$ cat src/rtl/mem_access_stage.sv
// rtl/mem_access_stage.sv - MIPS memory-access stage with request/ready data port
module mem_access_stage #(
   parameter int DATA_W = 32,
   parameter int DEST_W = 5,
   parameter int CNT_W  = 16
) (
   input  logic              clk,
   input  logic              rst,
   input  logic              MemWriteIn,
   input  logic              MemReadIn,
   input  logic              MemToRegIn,
   input  logic              RegWriteIn,
   input  logic [DATA_W-1:0] ALUResultIn,
   input  logic [DATA_W-1:0] WriteDataIn,
   input  logic [DEST_W-1:0] DestinationRegIn,
   output logic              MemReq,
   output logic              MemWe,
   output logic [DATA_W-1:0] MemAddr,
   output logic [DATA_W-1:0] MemWData,
   input  logic              MemReady,
   input  logic [DATA_W-1:0] MemRData,
   output logic              Stall,
   output logic              RegWriteOut,
   output logic              MemToRegOut,
   output logic [DATA_W-1:0] ReadDataOut,
   output logic [DATA_W-1:0] ALUResultOut,
   output logic [DEST_W-1:0] DestinationRegOut,
   output logic              AlignErr,
   output logic [CNT_W-1:0]  StallCount
);

   typedef enum logic {S_IDLE, S_BUSY} state_t;

   state_t              state_q, state_d;
   logic                req_q, req_d;
   logic                we_q, we_d;
   logic [DATA_W-1:0]   addr_q, addr_d;
   logic [DATA_W-1:0]   wdata_q, wdata_d;
   logic                hold_rw_q, hold_rw_d;
   logic                hold_mtr_q, hold_mtr_d;
   logic [DEST_W-1:0]   hold_dest_q, hold_dest_d;
   logic                rw_out_q, rw_out_d;
   logic                mtr_out_q, mtr_out_d;
   logic [DATA_W-1:0]   rdata_q, rdata_d;
   logic [DATA_W-1:0]   alu_out_q, alu_out_d;
   logic [DEST_W-1:0]   dest_out_q, dest_out_d;
   logic                aerr_q, aerr_d;
   logic [CNT_W-1:0]    cnt_q, cnt_d;
   logic                stall_c;
   logic                access;
   logic                misaligned;

   assign access     = MemReadIn | MemWriteIn;
   assign misaligned = |ALUResultIn[1:0];

   // Next-state, MEM/WB capture and stall decision; a store wins over a load when both are set
   always_comb begin
      state_d     = state_q;
      req_d       = req_q;
      we_d        = we_q;
      addr_d      = addr_q;
      wdata_d     = wdata_q;
      hold_rw_d   = hold_rw_q;
      hold_mtr_d  = hold_mtr_q;
      hold_dest_d = hold_dest_q;
      rw_out_d    = rw_out_q;
      mtr_out_d   = mtr_out_q;
      rdata_d     = rdata_q;
      alu_out_d   = alu_out_q;
      dest_out_d  = dest_out_q;
      aerr_d      = 1'b0;
      stall_c     = 1'b0;
      case (state_q)
         S_IDLE: begin
            if (!access) begin
               rw_out_d   = RegWriteIn;
               mtr_out_d  = MemToRegIn;
               alu_out_d  = ALUResultIn;
               dest_out_d = DestinationRegIn;
               rdata_d    = '0;
            end else if (misaligned) begin
               aerr_d     = 1'b1;
               rw_out_d   = 1'b0;
               mtr_out_d  = 1'b0;
               alu_out_d  = ALUResultIn;
               dest_out_d = DestinationRegIn;
               rdata_d    = '0;
            end else begin
               stall_c     = 1'b1;
               rw_out_d    = 1'b0;
               mtr_out_d   = 1'b0;
               req_d       = 1'b1;
               we_d        = MemWriteIn;
               addr_d      = ALUResultIn;
               wdata_d     = WriteDataIn;
               hold_rw_d   = RegWriteIn;
               hold_mtr_d  = MemToRegIn;
               hold_dest_d = DestinationRegIn;
               state_d     = S_BUSY;
            end
         end
         S_BUSY: begin
            if (!MemReady) begin
               stall_c   = 1'b1;
               rw_out_d  = 1'b0;
               mtr_out_d = 1'b0;
            end else begin
               req_d      = 1'b0;
               state_d    = S_IDLE;
               rw_out_d   = hold_rw_q;
               mtr_out_d  = hold_mtr_q;
               alu_out_d  = addr_q;
               dest_out_d = hold_dest_q;
               rdata_d    = we_q ? '0 : MemRData;
            end
         end
         default: state_d = S_IDLE;
      endcase
      cnt_d = (stall_c && (cnt_q != '1)) ? cnt_q + CNT_W'(1) : cnt_q;
   end

   // State, request, holding and MEM/WB registers; reset abandons any in-flight request
   always_ff @(posedge clk or negedge rst) begin
      if (!rst) begin
         state_q     <= S_IDLE;
         req_q       <= 1'b0;
         we_q        <= 1'b0;
         addr_q      <= '0;
         wdata_q     <= '0;
         hold_rw_q   <= 1'b0;
         hold_mtr_q  <= 1'b0;
         hold_dest_q <= '0;
         rw_out_q    <= 1'b0;
         mtr_out_q   <= 1'b0;
         rdata_q     <= '0;
         alu_out_q   <= '0;
         dest_out_q  <= '0;
         aerr_q      <= 1'b0;
         cnt_q       <= '0;
      end else begin
         state_q     <= state_d;
         req_q       <= req_d;
         we_q        <= we_d;
         addr_q      <= addr_d;
         wdata_q     <= wdata_d;
         hold_rw_q   <= hold_rw_d;
         hold_mtr_q  <= hold_mtr_d;
         hold_dest_q <= hold_dest_d;
         rw_out_q    <= rw_out_d;
         mtr_out_q   <= mtr_out_d;
         rdata_q     <= rdata_d;
         alu_out_q   <= alu_out_d;
         dest_out_q  <= dest_out_d;
         aerr_q      <= aerr_d;
         cnt_q       <= cnt_d;
      end
   end

   assign Stall             = rst & stall_c;
   assign MemReq            = req_q;
   assign MemWe             = we_q;
   assign MemAddr           = addr_q;
   assign MemWData          = wdata_q;
   assign RegWriteOut       = rw_out_q;
   assign MemToRegOut       = mtr_out_q;
   assign ReadDataOut       = rdata_q;
   assign ALUResultOut      = alu_out_q;
   assign DestinationRegOut = dest_out_q;
   assign AlignErr          = aerr_q;
   assign StallCount        = cnt_q;

endmodule

$ cat config.mk
export PLATFORM = sky130hd
export DESIGN_NAME = mem_access_stage
export DESIGN_NICKNAME = d
export VERILOG_FILES = /design/src/rtl/mem_access_stage.sv
export SDC_FILE = /design/constraint.sdc
export NUM_CORES = 1
export LEC_CHECK = 0
export ABC_AREA = 1
export ABC_CLOCK_PERIOD_IN_PS = 4400
export CAP_MARGIN = 20
export CORE_MARGIN = 5
export CORE_UTILIZATION = 47
export CTS_CLUSTER_SIZE = 20
export DETAILED_ROUTE_END_ITERATION = 8
export PLACE_DENSITY = 0.85
export SYNTH_ARGS = -nofsm -noshare
export SYNTH_HDL_FRONTEND = slang
export SYNTH_SLANG_ARGS = --single-unit
$ cat constraint.sdc
create_clock -name clk -period 4.4 [get_ports clk]
set_input_delay 0.44 -clock clk [delete_from_list [all_inputs] [get_ports clk]]
set_output_delay 0.44 -clock clk [all_outputs]
set_load 0.01 [all_outputs]
==> results of run 1 <==
## where the power goes
group	internal (mW)	switching, mW	leakage, nW
Combinational	0.717	0.538	2.08
Sequential	1.77	0.187	2.00
Clock	1.03	0.606	0.319
Total	3.51	1.33	4.40
## through the flow
step / area (µm²) / total power, mW / worst slack, ns / hold slack, ns / utilization
after floorplan: 6795 / 2.451 / 2.626 / 0.1444 / -
final: 10210 / 4.839 / 1.636 / 0.4768 / 0.7105
after global placement: 9533 / 3.202 / 1.723 / 0.3827 / 0.6634
after global routing: 10210 / 5.058 / 1.472 / 0.5018 / 0.7105
after detailed placement: 9548 / 3.244 / 1.661 / 0.3883 / 0.6645
after CTS: 10210 / 4.879 / 1.531 / 0.4825 / 0.7105
## cells by family (layout without fill, tap and decap cells)
logic type | count (synthesis) | count (layout) | share of synthesized area
DFF | 162 | 162 | 0.5966
adders and majority gates | 1 | 1 | 0.001841
AOI/OAI and AO/OA | 79 | 79 | 0.07181
xor gates and xnor gates | 7 | 7 | 0.009022
muxes | 67 | 67 | 0.1110
buffers and inverters | 62 | 329 | 0.04180
and+or+nand+nor | 293 | 293 | 0.1679
## layout make-up
type | instances | area [µm²] | share of cell area
Clock buffer | 20 | 446.7 | 0.04376
Clock inverter | 12 | 203.9 | 0.01998
Inverter | 26 | 97.59 | 0.009560
Multi-Input combinational cell | 447 | 2475 | 0.2424
Sequential cell | 162 | 4054 | 0.3971
Tap cell | 184 | 230.2 | 0.02255
Timing Repair Buffer | 271 | 2701 | 0.2646
## layer usage
metal | wire length, µm | share of wire | track usage
met4 | 469 | 0.025 | 0.08680
met3 | 1635 | 0.086 | 0.07900
met1 | 7451 | 0.39 | 0.2697
met2 | 9363 | 0.49 | 0.3684
met5 | 0 | 0 | 0
## synth_stat cells
library cell,n,share of area
nand2_1,178,0.098
nand3_2,1,0.0015
xnor2_1,6,0.0077
mux2_1,31,0.051
nand3_1,9,0.0066
buf_4,4,0.0044
nand4_1,7,0.0064
nor3_1,1,0.00074
mux2_2,36,0.060
or2_0,1,0.00092
inv_2,2,0.0011
xor2_1,1,0.0013
dfrtp_1,162,0.60
nor2_1,95,0.052
inv_1,24,0.013
o21ai_0,27,0.020
nand2_2,1,0.00092
ha_1,1,0.0018
buf_6,1,0.0017
o31ai_1,37,0.041
clkbuf_1,8,0.0044
buf_2,23,0.017
o21ai_1,15,0.011
## sequential cells by signal, indices dropped and copies added (netlist names), 5 cells and up
register and flops:
ALUResultOut 32, DestinationRegOut 5, MemAddr 32, MemWData 32, ReadDataOut 32, StallCount 16, hold_dest_q 5
## tightest hold or removal path, stage by stage (launching register included)
cell     delay [ns]
dfrtp_1        0.34
nand2_1        0.05
o31ai_1        0.05
## final timing paths
path,from,slack [ns],cells after the start,endpoint
setup / recovery,state_q$_DFF_PN0_,1.64,7,Stall
hold reg to reg,ALUResultOut[2]$_DFFE_PN0P_,0.48,2,ALUResultOut[2]$_DFFE_PN0P_
setup reg to reg,state_q$_DFF_PN0_,1.83,9,StallCount[14]$_DFFE_PN0P_
max in group asynchronous,rst,2.69,3,MemAddr[28]$_DFFE_PN0P_
min in group asynchronous,rst,0.50,2,ALUResultOut[10]$_DFFE_PN0P_
hold / removal,ALUResultOut[2]$_DFFE_PN0P_,0.48,2,ALUResultOut[2]$_DFFE_PN0P_
## repair_timing
item                       in CTS  in global routing
hold buffers                    1                  0
hold endpoints to repair       41                  0
setup endpoints to repair       0                  0
setup buffers                   0                  0
==> flow_summary_export.csv, run 1 <==
group,metric,value,unit
cells_and_area,drive_gt1_frac,0.08635,
floorplanning,io_pins,263,
cts,cts_buffers,17,
floorplanning,fp.dieH,130.2,µm
global_routing,grt_max_degree,89,
cts,cts.sinks,162,
run_status,status,"finished, final reports clean",
detailed_routing,viasPerCell,5.043,
detailed_routing,drc,0,
timing,fin_crit_sh,0.6283,
critical_path,cp.arrival,2.32,ns
cells_and_area,mostFrequentLayoutCells,"clkdlybuf4s50_1, nand2_1, dfrtp_1",
power,p_per_area,474.0,mW/mm²
cells_and_area,diodes,0,
critical_path,crit_fanout,32,
cts,cts_root_buf,"clkbuf_16",
global_routing,grt_pass1_wl,29430,µm
global_routing,grt_pass1_vias,5633,
cts,htree_levels,4,
critical_path,crit_type,"flop to output pin",
timing,finClkSkew,0.008580,ns
global_routing,grt_usage,0.2235,
global_routing,grt_overflow,0,
placement,port_buffers,262,
timing,relSlewSlack,0.3297,
timing,rsz0062_at_grt,"false",
critical_path,start_kind,"flop",
critical_path,slowest_stage,"clkdlybuf4s50_1",
cells_and_area,nets,1034,
detailed_routing,firstDrtPassIters,6,
critical_path,crit_required,3.96,ns
floorplanning,die_area,0.01696,mm²
cts,cts_max_path_buffers,2,
placement,dpl.hpwl,13060,µm
detailed_routing,vias,5658,
detailed_routing,postRouteAntennaNets,0,
floorplanning,rows,44,
critical_path,crit_path_max_incr_delay,0.57,ns
synthesis,ys_ff_latch,162,
detailed_routing,avgRoutedWirePerCell,16.86,µm
power,power.leakage,4.399,nW
synthesis,yosys_warnings,0,
power,ir_drop,0.2497,mV
synthesis,synth_seq_area_share,0.5966,
timing,min_period,2.765,ns
cts,clock_insertion_delay_worst_skew,0.43,ns
cells_and_area,syn2layout_area_growth,50.23,%
cts,cts_resized,0,
cells_and_area,stdcell_count,1122,
critical_path,end_kind,"output pin",
synthesis,synth_area_per_cell,10.13,µm²
cts,cts.clk_slew.worst_paths,0.06,ns
placement,dp.cells,1089,
critical_path,path_cells,"inv_2, buf_4, or2_0, nand2_4, inv_1, nor2_1, clkdlybuf4s50_1",
timing,finalSetupTns,0,ns
timing,hold_violations,0,
detailed_routing,first_iter_violations,352,
timing,clock.fmax,0.3617,GHz
flow_run,maxCapViolCount,0,
synthesis,synth_area,0.006795,mm²
floorplanning,initial_core_util,0.4729,
placement,place_congestion,0.7919,
cells_and_area,fill_cells,1037,
floorplanning,fp.dieW,130.2,µm
floorplanning,core_area,0.01437,mm²
cts,cts_tree,"done",
timing,slew_violations,0,
cells_and_area,final_common_cell,"clkdlybuf4s50_1",
worst_hold_path,hold_path_class,"flop to flop",
detailed_routing,wl,18920,µm
global_routing,antenna_found_initial,0,
critical_path,cpLargestDelayFamily,"buffers and inverters",
critical_path,crit_buf_inv,4,
timing,setup_viol,0,
synthesis,ys_types,23,
synthesis,syn-num-nets,780,
synthesis,syn_inst,671,
timing,tightest_slew,1.006,ns
No activity file was read; power rests on OpenSTA's default activity.
==> inputs of run 2 (changes only) <==
- ABC_CLOCK_PERIOD_IN_PS: 4400 -> 2820
- CORE_UTILIZATION: 47 -> 44
- PLACE_DENSITY: 0.85 -> 0.8
- clock period: 4.4 -> 2.82 ns (I/O delays scaled with it)
==> run 2 against run 1 <==
Compared with the run above: the flow now finishes with violations (hold timing); cell count rose by 0.27%; global-route usage fell by 2.2 points; routed wire length fell by 3.8%; sequential cell count did not move; combinational power rose by 56%; clock power rose by 47%; worst setup slack got worse by 1.1 ns; critical path depth fell by 1; sequential power rose by 56%; total power rose by 53%; die area rose by 6.3%; core utilization fell by 4.1 points.
==> flow_summary_export.csv, run 2 (same netlist as run 1, synthesis figures left out) <==
group,metric,value,unit
global_routing,antenna_found_initial,0,
timing,hold_violations,23,
timing,rsz0062_at_grt,"false",
cells_and_area,drive_gt1_frac,0.08751,
placement,port_buffers,262,
floorplanning,core_area,0.01520,mm²
cts,cts_setup_buffers,0,
placement,dpl_cell_area,0.009558,mm²
global_routing,grt_pass1_vias,5480,
detailed_routing,firstDrtPassIters,4,
placement,pre_cts_slack,0.4863,ns
critical_path,worstSetupStartpoint,"state_q$_DFF_PN0_",
floorplanning,fp.dieH,134.3,µm
timing,finClkSkew,0.008350,ns
cts,cts_tree,"done",
timing,finalWorstSetupSlack,0.4884,ns
detailed_routing,avgRoutedWirePerCell,16.18,µm
placement,dpl.hpwl,12650,µm
cts,htree_levels,4,
cells_and_area,syn2layout_area_growth,49.82,%
floorplanning,die_area,0.01803,mm²
power,power.leakage,4.386,nW
floorplanning,fp.dieW,134.3,µm
timing,setup_viol,0,
flow_run,maxCapViolCount,0,
cells_and_area,multi_input_area,0.002475,mm²
cells_and_area,nets,1033,
critical_path,reg2reg_depth,8,
cells_and_area,final_common_cell,"clkdlybuf4s50_1",
critical_path,start_kind,"flop",
cts,cts_resized,0,
run_status,status,"complete, but fails checks",
critical_path,crit_fanout,20,
cts,clock_insertion_delay_worst_skew,0.41,ns
critical_path,rr_startpoint,"state_q$_DFF_PN0_",
power,finalPower,7.396,mW
power,ir_drop,0.4201,mV
floorplanning,io_pins,263,
cells_and_area,seq_area,0.004054,mm²
timing,clock.fmax,0.4289,GHz
critical_path,cpLargestDelayFamily,"buffers and inverters",
placement,dp.cells,1093,
global_routing,grt_max_degree,163,
global_routing,grt_pass1_wl,29010,µm
cts,cts.sinks,162,
timing,fin_crit_sh,0.8268,
timing,relSlewSlack,0.3394,
global_routing,grt_overflow,0,
timing,min_period,2.332,ns
floorplanning,initial_core_util,0.4470,
power,p_per_area,726.5,mW/mm²
critical_path,end_kind,"output pin",
critical_path,path_cells,"inv_2, or2_0, nand2_4, inv_1, nor2_1, clkdlybuf4s50_1",
cts,cts.clk_slew.worst_paths,0.07,ns
critical_path,crit_buf_inv,3,
detailed_routing,drc,0,
run_status,failed_checks,"hold timing",
cts,cts_buffers,17,
floorplanning,rows,45,
cells_and_area,diodes,0,
critical_path,cp.arrival,2.05,ns
detailed_routing,vias,5589,
critical_path,crit_required,2.54,ns
detailed_routing,viasPerCell,4.968,
timing,tightest_slew,0.9908,ns
critical_path,crit_path_max_incr_delay,0.53,ns
cells_and_area,stdcell_count,1125,
detailed_routing,first_iter_violations,241,
cells_and_area,finish.instance_area,0.01018,mm²
worst_hold_path,hold_path_class,"primary input to async pin",
cts,cts_root_buf,"clkbuf_16",
detailed_routing,wl,18200,µm
global_routing,grt_usage,0.2015,
timing,whs,-0.09466,ns
placement,place_congestion,0.8107,
detailed_routing,postRouteAntennaNets,0,
cells_and_area,final_util,0.6697,
timing,slew_violations,0,
critical_path,crit_cells,6,
critical_path,crit_type,"flop to output pin",
critical_path,slowest_stage,"clkdlybuf4s50_1",
cells_and_area,fill_cells,1191,
cts,cts_max_path_buffers,2,
cells_and_area,mostFrequentLayoutCells,"clkdlybuf4s50_1, nand2_1, dfrtp_1",
cts,cts_hold_buf,0,
timing,finalSetupTns,0,ns
[run 2: cell types whose count changed in the layout (fill, tap and decap cells not counted), sizes merged]
| cell | delta |
|---|---|
| bufinv | -2 |
| dlygate4sd3 | -1 |
| clkinv | +1 |
| clkbuf | +1 |
[run 2: per-layer routing]
metal / wire (µm) / vias to the layer above / GRT usage
met2: 9355 / 200 / 0.3455
li1: - / 2710 / -
met3: 1261 / 24 / 0.05776
met1: 7314 / 2655 / 0.2487
met4: 265 / 0 / 0.05882
met5: 0 / - / 0
[run 2: worst paths after layout]
kind	slack, ns	end
worst min-delay path	-0.09	StallCount[2]$_DFFE_PN0P_
max in group asynchronous	2.11	StallCount[15]$_DFFE_PN0P_
worst max-delay path	0.49	Stall
min in group clk	0.43	ReadDataOut[3]$_DFFE_PN0P_
worst min register to register	0.48	ALUResultOut[3]$_DFFE_PN0P_
worst max register to register	0.92	StallCount[11]$_DFFE_PN0P_
[run 2: power breakdown]
part | switching, mW | internal [mW]
registers | 0.295 | 2.75
clock network | 0.926 | 1.47
logic | 0.832 | 1.12
total | 2.05 | 5.34
[run 2: worst reg2reg max path, stage by stage (launching register included)]
cell     delay [ns]
dfrtp_1        0.36
inv_2          0.06
or2_0          0.24
nand2_4        0.23
buf_4          0.34
nand2_2        0.25
inv_2          0.22
nand2_1        0.08
nand2_1        0.06
[run 2: area by class of cell]
type                    instances  share of cell area
clock inverters                11             0.01499
multi-input cells             447              0.2431
flip-flops and latches        162              0.3982
clock buffers                  21             0.04621
inverters                      26            0.009586
repair buffers                270              0.2648
well taps                     188             0.02310
==> inputs of run 3 (changes only) <==
- ABC_CLOCK_PERIOD_IN_PS: 2820 -> 2300
- clock period: 2.82 -> 2.3 ns (I/O delays scaled with it)
==> run 3 against run 2 <==
Compared with the run above: the run still ends with hold timing left; die area did not move; count of clock-buffer cells in the layout fell by 1; clock skew is 0.0049 ns higher; critical endpoint unchanged.
==> flow_summary_export.csv, run 3 (same netlist as run 1, synthesis figures left out) <==
group,metric,value,unit
placement,port_buffers,262,
cells_and_area,stdcell_count,1127,
cells_and_area,final_util,0.6687,
power,clkPwrFrac,0.308,
placement,dpl.hpwl,12830,µm
detailed_routing,viasPerCell,4.944,
cts,cts_resized,0,
global_routing,grt_pass1_vias,5518,
placement,dpl_cell_area,0.009598,mm²
cells_and_area,finish.instance_area,0.01017,mm²
critical_path,crit_required,2.07,ns
cts,cts.clk_slew.worst_paths,0.07,ns
critical_path,crit_fanout,10,
placement,place_congestion,0.7849,
placement,pre_cts_slack,0.2158,ns
cells_and_area,syn2layout_area_growth,49.60,%
cells_and_area,drive_gt1_frac,0.08733,
critical_path,cp.arrival,1.95,ns
run_status,failed_checks,"hold timing",
power,ir_drop,0.5310,mV
timing,fin_crit_sh,0.9472,
detailed_routing,vias,5572,
global_routing,antenna_found_initial,0,
global_routing,grt_overflow,0,
cells_and_area,fill_cells,1169,
timing,tightest_slew,0.8443,ns
detailed_routing,firstDrtPassIters,5,
critical_path,end_kind,"output pin",
cts,cts_setup_buffers,0,
power,p_comb_frac,0.271,
global_routing,grt_usage,0.1987,
power,power.leakage,4.361,nW
critical_path,start_kind,"flop",
power,power.switching,2.501,mW
power,finalPower,8.859,mW
floorplanning,initial_core_util,0.4470,
cts,cts.sinks,162,
critical_path,crit_type,"flop to output pin",
run_status,status,"complete, but fails checks",
timing,rsz0062_at_grt,"false",
power,seq_power_share,0.421,
timing,finalSetupTns,0,ns
cts,cts_buffers,17,
timing,clock.fmax,0.4590,GHz
cts,cts_tree,"done",
detailed_routing,drc,0,
floorplanning,io_pins,263,
timing,slew_violations,0,
floorplanning,rows,45,
power,swShare,0.2823,
power,p_per_area,871.5,mW/mm²
placement,dp.cells,1095,
cells_and_area,final_common_cell,"clkdlybuf4s50_1",
timing,setup_viol,0,
global_routing,grt_pass1_wl,28510,µm
cells_and_area,diodes,0,
floorplanning,die_area,0.01803,mm²
floorplanning,core_area,0.01520,mm²
timing,min_period,2.178,ns
cts,cts_hold_buf,0,
detailed_routing,avgRoutedWirePerCell,16.08,µm
timing,finClkSkew,0.01322,ns
timing,relSlewSlack,0.4371,
flow_run,maxCapViolCount,0,
cells_and_area,nets,1035,
cts,cts_max_path_buffers,2,
cts,htree_levels,4,
floorplanning,fp.dieH,134.3,µm
floorplanning,fp.dieW,134.3,µm
power,power.internal,6.359,mW
detailed_routing,postRouteAntennaNets,0,
cts,clock_insertion_delay_worst_skew,0.42,ns
cells_and_area,mostFrequentLayoutCells,"clkdlybuf4s50_1, nand2_1, dfrtp_1",
worst_hold_path,hold_path_class,"primary input to async pin",
timing,finalWorstSetupSlack,0.1215,ns
global_routing,grt_max_degree,163,
detailed_routing,wl,18120,µm
timing,hold_violations,19,
detailed_routing,first_iter_violations,318,
cts,cts_root_buf,"clkbuf_16",
timing,whs,-0.03005,ns
## run 3: changes by cell type in the layout (fill, tap and decap cells not counted), sizes merged
cell | before | now
clkinvlp | 0 | 4
clkinv | 7 | 4
buf | 9 | 11
bufinv | 3 | 2
clkbuf | 21 | 20
inv | 27 | 28
## run 3: per-layer routing
layer	up-vias	GRT usage	wire, µm
met1	2657	0.2413	7406
met3	26	0.05926	1237
met4	0	0.07410	408
li1	2724	-	-
met5	-	0	0
met2	165	0.3358	9068
## run 3: cell type report
type                    instances  area [µm²]  share of cell area
multi-input cells             447        2475              0.2434
clock buffers                  20       436.7             0.04295
clock inverters                12       131.4             0.01292
flip-flops and latches        162        4054              0.3988
inverters                      26       97.59            0.009600
repair buffers                272        2736              0.2692
well taps                     188       235.2             0.02314
## run 3: path summary, 6_finish.rpt
path	from	end	slack, ns	depth (start not counted)
setup reg to reg	StallCount[0]$_DFFE_PN0P_	StallCount[9]$_DFFE_PN0P_	0.43	8
hold / removal	rst	StallCount[1]$_DFFE_PN0P_	-0.03	2
hold reg to reg	ALUResultOut[25]$_DFFE_PN0P_	ALUResultOut[25]$_DFFE_PN0P_	0.48	2
setup / recovery	state_q$_DFF_PN0_	Stall	0.12	6
min in group clk	MemRData[4]	ReadDataOut[4]$_DFFE_PN0P_	0.37	3
max in group asynchronous	rst	ReadDataOut[18]$_DFFE_PN0P_	1.73	2
## run 3: critical path, stage by stage, from the launching register on
cell and delay [ns]:
dfrtp_1 0.36, inv_2 0.11, or2_0 0.26, nand2_4 0.14, inv_1 0.05, nor2_1 0.07, clkdlybuf4s50_1 0.54
## run 3: power groups by stage
stage | clock network, mW | registers, mW | logic (mW)
global placement | 0 | 3.76 | 2.40
finish | 2.73 | 3.73 | 2.40
detailed placement | 0 | 3.78 | 2.43
CTS | 2.80 | 3.73 | 2.45
global route | 2.90 | 3.81 | 2.59
floorplan | 0 | 3.97 | 0.714
